### config.mk
export PLATFORM = sky130hd
export DESIGN_NAME = insn_fetch
export DESIGN_NICKNAME = d
export VERILOG_FILES = /design/src/rtl/insn_fetch_pkg.sv /design/src/rtl/insn_fetch_mem.sv /design/src/rtl/insn_fetch.sv
export SDC_FILE = /design/constraint.sdc
export NUM_CORES = 1
export LEC_CHECK = 0
export CORE_ASPECT_RATIO = 0.75
export CORE_MARGIN = 2
export CORE_UTILIZATION = 53
export CTS_CLUSTER_SIZE = 8
export DETAILED_ROUTE_END_ITERATION = 8
export GPL_TIMING_DRIVEN = 0
export PLACE_DENSITY = 0.74
export SLEW_MARGIN = 20
export SYNTH_ARGS = -nofsm -noshare
export SYNTH_HDL_FRONTEND = slang
export SYNTH_SLANG_ARGS = --single-unit
### constraint.sdc
create_clock -name clk -period 5.53 [get_ports clk]
set_input_delay 1.659 -clock clk [delete_from_list [all_inputs] [get_ports clk]]
set_output_delay 1.659 -clock clk [all_outputs]
set_load 0.1 [all_outputs]
### src/rtl/insn_fetch_pkg.sv
// Shared definitions for the instruction fetch block and the CPU top that hosts it.
// Holds the FSM encoding and the default program depth and NOP word.
package insn_fetch_pkg;
  localparam int         DEPTH_DEFAULT = 16;
  localparam int         INSN_W        = 6;
  localparam logic [5:0] NOP_DEFAULT   = 6'b000000;

  typedef enum logic [1:0] {
    ST_IDLE = 2'd0,
    ST_BOOT = 2'd1,
    ST_RUN  = 2'd2,
    ST_HALT = 2'd3
  } state_t;
endpackage

### src/rtl/insn_fetch_mem.sv
// Program store: DEPTH x W register array with one synchronous write port and
// one combinational read port. Contents are deliberately not reset.
module insn_mem #(
  parameter  int DEPTH = 16,
  parameter  int W     = 6,
  localparam int AW    = $clog2(DEPTH)
) (
  input  logic          clk,
  input  logic          we,
  input  logic [AW-1:0] waddr,
  input  logic [W-1:0]  wdata,
  input  logic [AW-1:0] raddr,
  output logic [W-1:0]  rdata
);
  logic [W-1:0] mem [DEPTH];

  always_ff @(posedge clk) begin
    if (we) mem[waddr] <= wdata;
  end

  assign rdata = mem[raddr];
endmodule

### src/rtl/insn_fetch.sv
// Loads a short program through a valid/ready port, then holds the CPU in reset
// for one BOOT cycle and serves instructions combinationally from the CPU's pc.
module insn_fetch
  import insn_fetch_pkg::*;
#(
  parameter  int         DEPTH    = DEPTH_DEFAULT,
  parameter  logic [5:0] NOP_INSN = NOP_DEFAULT,
  localparam int         AW       = $clog2(DEPTH),
  localparam int         LW       = AW + 1
) (
  input  logic          clk,
  input  logic          rst,
  input  logic          load_valid,
  input  logic [5:0]    load_data,
  output logic          load_ready,
  input  logic          start,
  input  logic          clear,
  input  logic [7:0]    pc,
  output logic [5:0]    insn,
  output logic          cpu_rst,
  output logic [LW-1:0] prog_len,
  output logic          halted,
  output state_t        fsm_state
);
  // Handshake: a word transfers on any rising edge where load_valid && load_ready;
  // load_ready never depends on load_valid, and a transfer in a rst cycle is dropped.
  state_t        state_q, state_d;
  logic [LW-1:0] len_q, len_d;
  logic          accept, in_range, we;
  logic [5:0]    rd;

  assign load_ready = (state_q == ST_IDLE) && (len_q != LW'(DEPTH)) && !clear;
  assign accept     = load_valid && load_ready;
  assign we         = accept && !rst;
  // Full-width compare so pc values above the array never alias into it.
  assign in_range   = 32'(pc) < 32'(len_q);

  insn_mem #(.DEPTH(DEPTH), .W(6)) u_mem (
    .clk   (clk),
    .we    (we),
    .waddr (len_q[AW-1:0]),
    .wdata (load_data),
    .raddr (pc[AW-1:0]),
    .rdata (rd)
  );

  always_comb begin
    state_d = state_q;
    len_d   = len_q;
    if (accept) len_d = len_q + LW'(1);
    case (state_q)
      ST_IDLE: begin
        if (clear) len_d = '0;
        else if (start && ((len_q != '0) || accept)) state_d = ST_BOOT;
      end
      ST_BOOT: state_d = ST_RUN;
      ST_RUN:  if (!in_range) state_d = ST_HALT;
      ST_HALT: begin
        if (clear) begin
          state_d = ST_IDLE;
          len_d   = '0;
        end else if (start) begin
          state_d = ST_BOOT;
        end
      end
      default: state_d = ST_IDLE;
    endcase
  end

  always_ff @(posedge clk) begin
    if (rst) begin
      state_q <= ST_IDLE;
      len_q   <= '0;
    end else begin
      state_q <= state_d;
      len_q   <= len_d;
    end
  end

  assign cpu_rst   = (state_q == ST_IDLE) || (state_q == ST_BOOT);
  assign halted    = (state_q == ST_HALT);
  assign insn      = ((state_q == ST_RUN) && in_range) ? rd : NOP_INSN;
  assign prog_len  = len_q;
  assign fsm_state = state_q;
endmodule
## Word level (Yosys, flattened, before mapping)

Memories as Yosys holds them, arrays and structs flattened.
Cells that the tools add are included.

| cells by class | value |
|---|---|
| eq/ne operators | 8 |
| $add $sub $neg | 1 |
| reduce and logical (&&, ||, !) cells | 14 |
| multiplexer cells | 12 |
| order comparisons | 1 |

Operators with widths:

| kind | count |
|---|---|
| $mux 5 | 3 |
| $mux 2 | 5 |
| $lt 8x5->1 | 1 |
| $pmux 2 s4 | 1 |
| $logic_and 1x1->1 | 6 |
| $mux 6 | 1 |
| $add 5x1->5 const B | 1 |
| $ne 5x5->1 const B | 1 |
| $reduce_bool 5->1 | 1 |
| $eq 2x2->1 const B | 2 |
| $ne 2x2->1 const B | 2 |
| $reduce_and 4->1 | 1 |
| $ne 3x3->1 const B | 1 |
| $eq 2x1->1 const B | 1 |
| $logic_not 1->1 | 2 |
| $logic_not 2->1 | 1 |
| $logic_or 1x1->1 | 2 |
| $mux 1 | 2 |
| $ne 2x1->1 const B | 1 |
| $reduce_or 2->1 | 1 |

| word-level totals | value |
|---|---|
| output and inout port bits | 16 |
| flip-flop bits (word level) | 7 |
| memory bits (writable) | 96 |
| logic and storage cells | 39 |
| input port bits | 19 |
| memories kept | 1 |

Memories:

| memory | depth | bits a word | read ports | clocked after memory_dff | write ports | RTL line | source |
|---|---|---|---|---|---|---|---|
| u_mem.mem | 16 | 6 | 1 | 0 | 1 | insn_fetch_mem.sv:15 | `logic [W-1:0] mem [DEPTH];` |

## Logic depth before layout (Yosys ltp)

Gate-level depths: netlist of run 1.

| depth | value |
|---|---|
| depth in word-level cells | 9 |
| gate-level depth with buffers | 8 |
| gate-level depth less buffers | 7 |

## Cells and area by module

From an unflattened synthesis of run 1, not the netlist that was laid out.

| unflattened totals | value |
|---|---|
| cells, all modules | 245 |
| area total of the unflattened synthesis | 4416.7 um2 |

Modules (own cells, without submodules):

| module | cells an instance | sequential area each (um2) | area an instance (um2) | times used |
|---|---|---|---|---|
| insn_mem | 172 | 2882.8 | 3774.9 | 1 |
| insn_fetch | 73 | 140.1 | 641.9 | 1 |

## Worst setup path before layout of run 1

No wires, ideal clock.

| timing path | value |
|---|---|
| path type | in2out |
| start | in pc[0] |
| end | out insn[1] |
| arrival | 4704 ps |
| buffers on the path | 3 |
| stages on the path | 6 |
| slack | -833 ps |
| required time | 3871 ps |
| cells stage by stage | buf_6 buf_12 buf_12 mux4_1 mux2i_1 a211oi_1 |

| between the ends | value |
|---|---|
| word-level cells in the longest chain between the ends | 3 |
| elaborated cells between the ends (all ways) | 4 |
| classes of those cells | order compare: 1; mux: 1; reduce/logical: 1; memory: 1 |

Ends and longest elaborated chain:

| item | RTL line | source |
|---|---|---|
| start, declared | insn_fetch.sv:18 | `input logic [7:0] pc,` |
| $lt 8x5->1 | insn_fetch.sv:36 | `assign in_range = 32'(pc) < 32'(len_q);` |
| $logic_and 1x1->1 | insn_fetch.sv:82 | `assign insn = ((state_q == ST_RUN) && in_range) ? rd : NOP_INSN;` |
| $mux 6 * | insn_fetch.sv:82 |  |
| end, declared | insn_fetch.sv:19 | `output logic [5:0] insn,` |

Mark *: on every way between the ends. The rest lies on a longest branch, timed or not.

## Worst setup path in the final report of run 1

| timing path | value |
|---|---|
| start | in pc[1] |
| end | out insn[1] |

Same word-level chain as after synthesis.

==> results of run 1 <==
==> cells by family (layout without fill, tap and decap cells) <==
family | count (synthesis) | count (layout) | share of synthesized area
DFF | 103 | 103 | 0.6754
buffers and inverters | 21 | 69 | 0.03187
adders and majority gates | 13 | 13 | 0.03634
AOI/OAI and AO/OA | 28 | 28 | 0.04361
and+or+nand+nor | 49 | 49 | 0.05284
xor gates and xnor gates | 3 | 3 | 0.005872
muxes | 31 | 31 | 0.1540
==> metal layers <==
metal,up-vias,global-route usage,share of wire,wire length (microns)
met2,91,0.3101,0.45,4002
li1,1092,-,-,-
met4,0,0.04432,0.0083,74
met1,1211,0.3299,0.46,4119
met3,7,0.04918,0.080,715
met5,-,0,0,0
==> final cells by class <==
type | instances | area, sq um | area share
clock buffers | 11 | 232.7 | 0.04439
flip-flops and latches | 103 | 3023 | 0.5766
repair buffers | 33 | 309.0 | 0.05895
multi-input cells | 124 | 1326 | 0.2530
plain buffers | 9 | 96.34 | 0.01838
clock inverters | 5 | 82.58 | 0.01575
inverters | 11 | 41.29 | 0.007876
well taps | 105 | 131.4 | 0.02506
==> registers in the layout, summed over array words and instances (netlist names) <==
name	count
u_mem.mem	96
fsm_state	2
prog_len	5
==> report_power, final <==
group	total, W	switching [W]	internal, W
sequential	0.000870	0.00000916	0.000861
clock	0.000660	0.000261	0.000398
combinational	0.000232	0.000154	0.0000782
==> worst max path at each step <==
stage,start,to,slack [ns]
final,pc[1],insn[1],0.16
after global routing,pc[1],insn[1],0.05
after CTS,pc[1],insn[1],0.08
after detailed placement,pc[2],insn[3],-0.87
after global placement,pc[1],insn[3],-0.81
after floorplan,pc[0],insn[3],-0.83
==> cell usage in the layout, fill, tap and decap left out, types with 2 or more instances in the layout <==
cell             Yosys  layout
edfxtp_1            96      96
o21ai_0              3       3
a211oi_1            12      10
ha_1                13      13
xnor2_1              3       3
buf_2                3       4
bufinv_16            0       2
a31oi_1              3       3
and2b_1              4       4
nor4_1               2       2
buf_12               2       2
inv_1               11      11
a211oi_2             0       2
mux4_1              21      21
nor2_1              18      18
buf_4                1       6
buf_6                2       2
a21oi_1              4       4
mux4_2               3       3
nor3_1               4       4
nand2_1             10      10
clkdlybuf4s50_1      0      26
dfxtp_1              7       7
clkbuf_16            0       9
mux2i_1              7       7
nor2b_1              4       4
or3_1                3       3
clkbuf_1             0       2
==> worst max-delay path, cell delays in order <==
cell	delay, ns
clkdlybuf4s50_1	0.60
buf_4	0.32
mux4_1	0.39
a211oi_1	0.34
a211oi_2	0.07
buf_2	0.31
==> through the flow <==
stage | instance area, sq um | hold slack, ns | utilization | TNS (ns) | total power (W)
final | 5243 | 0.5796 | 0.6506 | 0 | 0.001762
after detailed placement | 4954 | 0.5753 | 0.6148 | -4.822 | 0.001120
after global routing | 5243 | 0.6028 | 0.6506 | 0 | 0.001823
after floorplan | 4492 | 0.9684 | - | -3.325 | 0.001049
after CTS | 5243 | 0.5802 | 0.6506 | 0 | 0.001773
after global placement | 4954 | 0.5473 | 0.6148 | -4.532 | 0.001114
==> summary.md, run 1 <==
| Metric | Value |
|---|---|
| Status | `complete, no violations` |
| Main area contributors after synthesis | `edfxtp_1 64%, mux4_1 12%, ha_1 3.6%` |
| Worst-margin pin slew | `1.006 ns` |
| Final setup viols | `0` |
| CTS Sinks | `103` |
| Root Buffer | `clkbuf_16` |
| Critical Path RT | `3.87 ns` |
| DRT antenna net count | `0` |
| First-pass GRT wire length | `13570 microns` |
| # H-tree levels | `3` |
| CTS resizes | `39` |
| Syn_nets | `280` |
| CTS tree | `done` |
| Crit share post-route | `0.9703` |
| Synth Flop Type | `edfxtp_1` |
| Vias | `roughly 2400` |
| Synthesized instance count | `~250` |
| RR Endpoint | `u_mem.mem[3][3]$_DFFE_PP_` |
| Worst rel slew slack | `0.3240` |
| Antenna violations before repair | `0` |
| Worst reg2reg startpoint | `fsm_state[0]$_SDFFE_PP0P_` |
| YS warnings | `0` |
| Die Span X | `110.1 microns` |
| Leak | `approximately 1.8 nW` |
| Overflow after GRT | `0` |
| Fillers | `566` |
| Critical path class | `input pin to output pin` |
| # IOs | `35` |
| Fmax | `between 0.15 and 0.2 GHz` |
| Largest net degree at the start of global routing | `20` |
| TritonCTS buffer count | `9` |
| R2R Setup Slk | `2.74 ns` |
| Pwr per Cell Area | `between 300 and 400 nW/um^2` |
| CTS Hold Bufs | `0` |
| Share of synthesized registers carrying an async set or reset | `0` |
| Synth cell count leaders | `96 x edfxtp_1, 21 x mux4_1, 18 x nor2_1, 13 x ha_1, 12 x a211oi_1` |
| Setup ws final | `roughly 0.16 ns` |
| Top-count cell post-synth | `edfxtp_1` |
| Syn avg cell area | `around 18 sq um` |
| Post-synth EDFFs | `96` |
| Vias in the first global route | `2328` |
| Cell area after synthesis | `about 4500 sq um` |
| #FFs+latches synth | `103` |
| RePlAce Congestion | `~0.84` |
| Starting density of the core | `0.5554` |
| All-Layer GR Usage | `0.2123` |
| Core Box Area | `~8100 sq um` |
| CTS Buffer Depth | `2` |
| # DRC | `0` |
| Worst Hold Class | `register to register` |
| Drt total wl | `about 8900 microns` |
| Part of the Yosys area used for sequential elements | `0.6754` |
| Number of port buffers | `33` |
| Die height | `83.58 microns` |
| Final Hold Fails | `0` |
| Worst hold path depth | `2` |
| Row cnt | `28` |
| Post-DP HPWL | `a little over 6000 microns` |
| Die area | `a little over 9000 sq um` |
| Hold Path Sink | `fsm_state[1]$_SDFFE_PP0P_` |
| Setup Slack @ Placement | `-0.8719 ns` |
| Yosys cell types | `34` |
| DR pass1 iterations | `4` |
| Cell Count Post-Placement | `approximately 390` |
| Peak supply drop | `between 200 and 300 uV` |
| Critical Path End Type | `output pin` |
| Top cell type's share of synthesized area | `0.6441` |
| Share of layout cells above drive strength 1 | `0.1250` |
| Nets | `between 300 and 400` |
| Hold wc startpoint | `fsm_state[1]$_SDFFE_PP0P_` |
| CP Max Fanout | `19` |
| Setup bufs post-CTS | `0` |
| Layout area overhead | `17.14%` |
| Via-per-instance ratio | `5.988` |
| Final Max Tran Viols | `0` |
| Ant. Diodes | `0` |
| Synth area leader | `edfxtp_1` |
| Max-Cap Viols | `0` |
| Skew final | `approximately 0.011 ns` |
| Startpoint Class | `input pin` |
| Path depth of the worst reg2reg path | `7` |
| Worst-Skew Late Latency | `about 0.34 ns` |
| Post-layout minimum cycle time | `~5.4 ns` |
| WL/cell | `~22 microns` |
| RSZ-0062 raised after global routing | `false` |
| Initial DRC count | `between 150 and 200` |
| Arr. time, crit path | `between 3 and 4 ns` |
| Non-Filler Instances | `around 400` |
| Clock-pin slew on the worst setup and hold paths | `0.06 ns` |
Power figures use the tool's default switching activity.
==> run 2, diff against run 1 <==
--- a/config.mk
+++ b/config.mk
@@ -12,7 +12,6 @@
 export DETAILED_ROUTE_END_ITERATION = 8
 export GPL_TIMING_DRIVEN = 0
 export PLACE_DENSITY = 0.74
-export SLEW_MARGIN = 20
 export SYNTH_ARGS = -nofsm -noshare
 export SYNTH_HDL_FRONTEND = slang
 export SYNTH_SLANG_ARGS = --single-unit
==> results of run 2 <==
Final layout, timing and power as in run 1 (identical DEF).
